==> config.mk <==
export PLATFORM = sky130hd
export DESIGN_NAME = pkt_out_arbiter
export DESIGN_NICKNAME = d
export VERILOG_FILES = /design/src/rtl/pkt_arb_pkg.sv /design/src/rtl/pkt_out_arbiter_rr_pick.sv /design/src/rtl/pkt_out_arbiter.sv
export SDC_FILE = /design/constraint.sdc
export NUM_CORES = 1
export LEC_CHECK = 0
export CORE_ASPECT_RATIO = 1.5
export CORE_MARGIN = 5
export CORE_UTILIZATION = 30
export CTS_CLUSTER_SIZE = 14
export DETAILED_ROUTE_END_ITERATION = 7
export HOLD_SLACK_MARGIN = 0.05
export PLACE_DENSITY = 0.87
export SLEW_MARGIN = 20
export SYNTH_ARGS = -nofsm -noshare
export SYNTH_HDL_FRONTEND = slang
export SYNTH_HIERARCHICAL = 1
export SYNTH_SLANG_ARGS = --single-unit
==> constraint.sdc <==
create_clock -name CLK -period 2.4 [get_ports CLK]
set_input_delay 0.36 -clock CLK [delete_from_list [all_inputs] [get_ports CLK]]
set_output_delay 0.36 -clock CLK [all_outputs]
set_load 0.005 [all_outputs]
==> src/rtl/pkt_arb_pkg.sv <==
// Shared types and constants for the packet-atomic output arbiter.
// The S_ERR state is used only when PKT_ARB_WATCHDOG_EN is defined.
package pkt_arb_pkg;

  localparam int unsigned PKT_WORD_W = 16;

  typedef enum logic [1:0] {
    S_IDLE = 2'd0,
    S_XFER = 2'd1,
    S_ERR  = 2'd2
  } arb_state_t;

endpackage

==> src/rtl/pkt_out_arbiter_rr_pick.sv <==
// Combinational round-robin pick: the first requester strictly after i_ptr,
// wrapping around; o_any flags that at least one request is present.
module rr_pick
  import pkt_arb_pkg::*;
#(
  parameter int unsigned N  = 4,
  parameter int unsigned IW = 2
) (
  input  logic [N-1:0]  i_req,
  input  logic [IW-1:0] i_ptr,
  output logic [IW-1:0] o_idx,
  output logic          o_any
);

  logic [IW-1:0] w_k;

  // Scan from the farthest candidate down so the nearest one after i_ptr wins.
  always_comb begin
    o_idx = '0;
    o_any = |i_req;
    w_k   = '0;
    for (int unsigned i = N; i > 0; i--) begin
      w_k = IW'((32'(i_ptr) + i) % N);
      if (i_req[w_k]) o_idx = w_k;
    end
  end

endmodule

==> src/rtl/pkt_out_arbiter.sv <==
// Packet-atomic round-robin arbiter feeding the output_fifo write port.
// Optional stall watchdog is compiled in with `define PKT_ARB_WATCHDOG_EN.
module pkt_out_arbiter
  import pkt_arb_pkg::*;
#(
  parameter int unsigned N_SRC   = 4,
  parameter int unsigned WD_BITS = 16
) (
  input  logic                          CLK,
  input  logic                          RST,
  input  logic [PKT_WORD_W*N_SRC-1:0]   src_dout,
  input  logic [N_SRC-1:0]              src_last,
  input  logic [N_SRC-1:0]              src_empty,
  output logic [N_SRC-1:0]              src_rd_en,
  output logic [PKT_WORD_W-1:0]         dout,
  output logic                          wr_en,
  input  logic                          full,
  output logic [$clog2(N_SRC)-1:0]      grant,
  output logic                          arb_idle,
  output logic                          arb_err
);

  localparam int unsigned GW = $clog2(N_SRC);

  arb_state_t    r_state, w_next;
  logic [GW-1:0] r_grant, r_rr_ptr, w_pick;
  logic [N_SRC-1:0] w_req;
  logic          w_any, w_xfer, w_last_xfer, w_wd_fire, r_arb_idle;

  assign w_req = ~src_empty;

  rr_pick #(.N(N_SRC), .IW(GW)) u_pick (
    .i_req (w_req),
    .i_ptr (r_rr_ptr),
    .o_idx (w_pick),
    .o_any (w_any)
  );

  assign w_xfer      = (r_state == S_XFER) & ~src_empty[r_grant] & ~full;
  assign w_last_xfer = w_xfer & src_last[r_grant];

`ifdef PKT_ARB_WATCHDOG_EN
  localparam logic [WD_BITS-1:0] WD_LAST = ~WD_BITS'(1);

  logic [WD_BITS-1:0] r_wd_cnt;
  logic               w_wd_tick, r_arb_err;

  // Full-stalled cycles are excluded: the sink, not the source, is slow.
  assign w_wd_tick = (r_state == S_XFER) & src_empty[r_grant] & ~full;
  assign w_wd_fire = w_wd_tick & (r_wd_cnt == WD_LAST);

  always_ff @(posedge CLK) begin
    if (RST) begin
      r_wd_cnt  <= '0;
      r_arb_err <= 1'b0;
    end else begin
      if (r_state != S_XFER || w_xfer) r_wd_cnt <= '0;
      else if (w_wd_tick)              r_wd_cnt <= r_wd_cnt + 1'b1;
      if (w_next == S_ERR)             r_arb_err <= 1'b1;
    end
  end

  assign arb_err = r_arb_err;
`else
  assign w_wd_fire = 1'b0;
  assign arb_err   = 1'b0;
`endif

  always_ff @(posedge CLK) begin
    if (RST) r_state <= S_IDLE;
    else     r_state <= w_next;
  end

  always_comb begin
    w_next = r_state;
    case (r_state)
      S_IDLE:  if (w_any) w_next = S_XFER;
      S_XFER: begin
        if (w_last_xfer)    w_next = S_IDLE;
        else if (w_wd_fire) w_next = S_ERR;
      end
      S_ERR:   w_next = S_ERR;
      default: w_next = S_IDLE;
    endcase
  end

  always_comb begin
    src_rd_en = '0;
    wr_en     = 1'b0;
    dout      = src_dout[r_grant*PKT_WORD_W +: PKT_WORD_W];
    if (w_xfer) begin
      src_rd_en[r_grant] = 1'b1;
      wr_en              = 1'b1;
    end
  end

  always_ff @(posedge CLK) begin
    if (RST) begin
      r_grant    <= '0;
      r_rr_ptr   <= GW'(N_SRC - 1);
      r_arb_idle <= 1'b1;
    end else begin
      if (r_state == S_IDLE && w_any) r_grant <= w_pick;
      if (w_last_xfer)                r_rr_ptr <= r_grant;
      r_arb_idle <= (w_next == S_IDLE) & (&src_empty);
    end
  end

  assign grant    = r_grant;
  assign arb_idle = r_arb_idle;

endmodule

==> flow_metrics.py, run 1 <==
metrics = {
    "pwr": {
        "p_sw_share_pct": 23.9,
        "cellLeakagePower_uw": 0.000709,
        "clkPwrFrac_pct": 26.0,
        "irDropWorstVdd_v": 0.000342,
        "power_switching_uw": 151,
        "powerDensity_nw_per_um2": 325,
        "combPwrFrac_pct": 52.8,
        "power_frac_seq_pct": 21.1,
        "p_int_uw": 483,
    },
    "yosys": {
        "synth_cell_types": 27,
        "ys_ff_latch": 7,
        "synth.cell_area_um2": 892,
        "seq_area_frac_synth_pct": 15.7,
        "ys_warn_count": 6,
        "synth_nets": 153,
        "synth_cells": 78,
        "syn_avg_cell_area_um2": 11.4,
    },
    "cells_and_area": {
        "fillers": 211,
        "syn_to_final_growth_pct": 119,
        "utilization_pct": 67.7,
        "seqCellArea_um2": 141,
        "drive_gt1_share_pct": 16.0,
        "final_cell_area_um2": 1950,
        "diodes": 0,
        "multiInputGateArea_um2": 682,
        "fin_nets": 251,
    },
    "worst_setup_path": {
        "cp.arrival_ps": 1970,
        "crit_type": "in -> out",
        "critical_path_required_ps": 2040,
        "crit_path_end_kind": "output pin",
        "startpoint_type": "input port",
        "worst-path-max-fanout": 4,
    },
    "sta": {
        "hold_viol": 0,
        "rsz0062_at_grt": "no",
        "postLayoutSetupSlackWorst_ps": 65.9,
        "layout_min_cycle_time_ps": 2330,
        "skew_ps": 4.74,
        "final-setup-viol-count": 0,
        "tns_ps": 0,
        "maxSlewViolCount": 0,
        "timing.fmax_ghz": 0.428,
        "period_share_pct": 97.3,
    },
    "placed_design": {
        "post-place-ws_ps": 92.0,
        "gp_congestion": 0.851,
        "io_buffers": 98,
        "dp_hpwl_mm": 3.77,
        "placed_area_um2": 1910,
    },
    "status": {
        "status": "complete, no violations",
    },
    "global_routing": {
        "grt_antenna_before_repair": 0,
        "grt_overflow_total": 0,
        "grt_usage_pct": 20.2,
        "grt_pass1_wl_mm": 6.20,
        "grt_max_degree": 19,
        "first_global_vias": 1211,
    },
    "die": {
        "die_x_um": 54.5,
        "core_um2": 2880,
        "rows": 24,
        "die_h_um": 76.8,
        "die-area_um2": 4190,
        "start_util_pct": 30.9,
        "io_pins": 100,
    },
    "clock_network": {
        "post_cts_buffers": 0,
        "clockRootBuffer": "clkbuf_8",
        "cts_tree": "built",
        "h-tree-depth": 1,
        "cts.sinks": 7,
        "clkTransAtPathRegs_ps": 40,
        "clockBufferDepth": 2,
        "cts_resized": 0,
        "worstSkewPairLatency_ps": 230,
        "numCtsBuffers": 3,
        "ctsHoldBuffers": 0,
    },
    "drt": {
        "wire_per_inst_um": 20.1,
        "routed_wl_mm": 4.31,
        "dr.first_iter.drc_count": 32,
        "viasPerCell": 5.22,
        "dr.pass1.iters": 4,
        "ant_nets": 0,
        "drcViolationCount": 0,
        "vias": 1117,
    },
    "hold_path": {
        "min_path_type": "reg -> reg",
    },
    "job": {
        "drv_cap": 0,
    },
}
## state kept, by name (all words and copies together), names as in the netlist
name and flops:
arb_idle 1, r_rr_ptr 2, grant 2, r_state 2
## logic make-up after synthesis
family	share of synthesized area (%)
DFF	15.7
buffers and inverters	7.85
AOI/OAI and AO/OA	6.59
muxes	52.7
and+or+nand+nor	16.7
other	0.420
## stage by stage
step	total power (uW)	instances	hold WS (ps)
final	634	214	483
after global routing	669	214	524
after CTS	640	214	484
after detailed placement	472	210	480
after global placement	461	210	468
after floorplan	256	78	452
## area by class of cell
| cell class | count | share of cell area, % |
|---|---|---|
| clock buffer | 4 | 2.31 |
| inverter | 5 | 0.962 |
| multi-input combinational | 58 | 34.9 |
| sequential | 7 | 7.24 |
| tap | 39 | 2.50 |
| timing repair buffer | 101 | 52.1 |
## power by group through the flow
| stage | clock [uW] | sequential [uW] | combinational (uW) |
|---|---|---|---|
| floorplan | 0 | 131 | 125 |
| global placement | 0 | 135 | 327 |
| detailed placement | 0 | 135 | 337 |
| CTS | 169 | 133 | 338 |
| global route | 177 | 135 | 357 |
| finish | 165 | 134 | 335 |
## path summary, 6_finish.rpt
path	start	slack (ps)	cells after the start	endpoint
setup / recovery	src_empty[3]	70	4	wr_en
setup reg to reg	grant[0]	560	4	arb_idle
hold reg to reg	r_state[0]	480	1	r_state[1]
hold / removal	r_state[0]	480	1	r_state[1]
## worst max-delay path, stage by stage
cell and delay, ps:
clkdlybuf4s50_1 470, mux4_2 500, nor2b_1 130, clkdlybuf4s50_1 510
## synthesized netlist by cell type (all sizes together)
master | instances | area share [%]
nor3b | 5 | 4.2
o31a | 1 | 0.98
mux2 | 1 | 1.3
conb | 1 | 0.42
nand2 | 2 | 0.84
dfxtp | 7 | 16
nor3 | 2 | 1.1
nor2 | 9 | 3.8
mux2i | 5 | 5.6
inv | 5 | 2.1
nor4 | 1 | 1.4
nand2b | 4 | 2.8
a21oi | 3 | 2.1
a41o | 1 | 1.1
mux4 | 18 | 46
o221ai | 1 | 1.7
clkbuf | 1 | 0.42
a31oi | 1 | 0.70
and2b | 1 | 0.84
buf | 7 | 5.3
and3b | 1 | 0.98
nor2b | 1 | 0.70
## layer usage
| metal | up-vias | GRT usage [%] | part of all wire (%) |
|---|---|---|---|
| met3 | 13 | 11.4 | 17 |
| li1 | 499 | - | - |
| met4 | 0 | 6.73 | 3.2 |
| met1 | 515 | 19.1 | 32 |
| met2 | 90 | 34.9 | 48 |
| met5 | - | 0 | 0 |
## layout by cell type (no fill, tap or decap), types with 2 or more instances in the layout
master and n:
buf_4 2, dfxtp_1 6, nor2_1 9, mux4_2 17, nor3_1 2, nand2_1 2, clkbuf_8 3, mux2i_1 5
nand2b_1 4, nor3b_1 5, inv_1 5, clkdlybuf4s50_1 98, a21oi_1 2
Note: power is estimated with default switching activity, not from simulation.
==> run 2, diff against run 1 <==
Settings changed: HOLD_SLACK_MARGIN 0.05 to default.
==> results of run 2 <==
No change in the layout: final DEF, timing and power equal those of run 1.
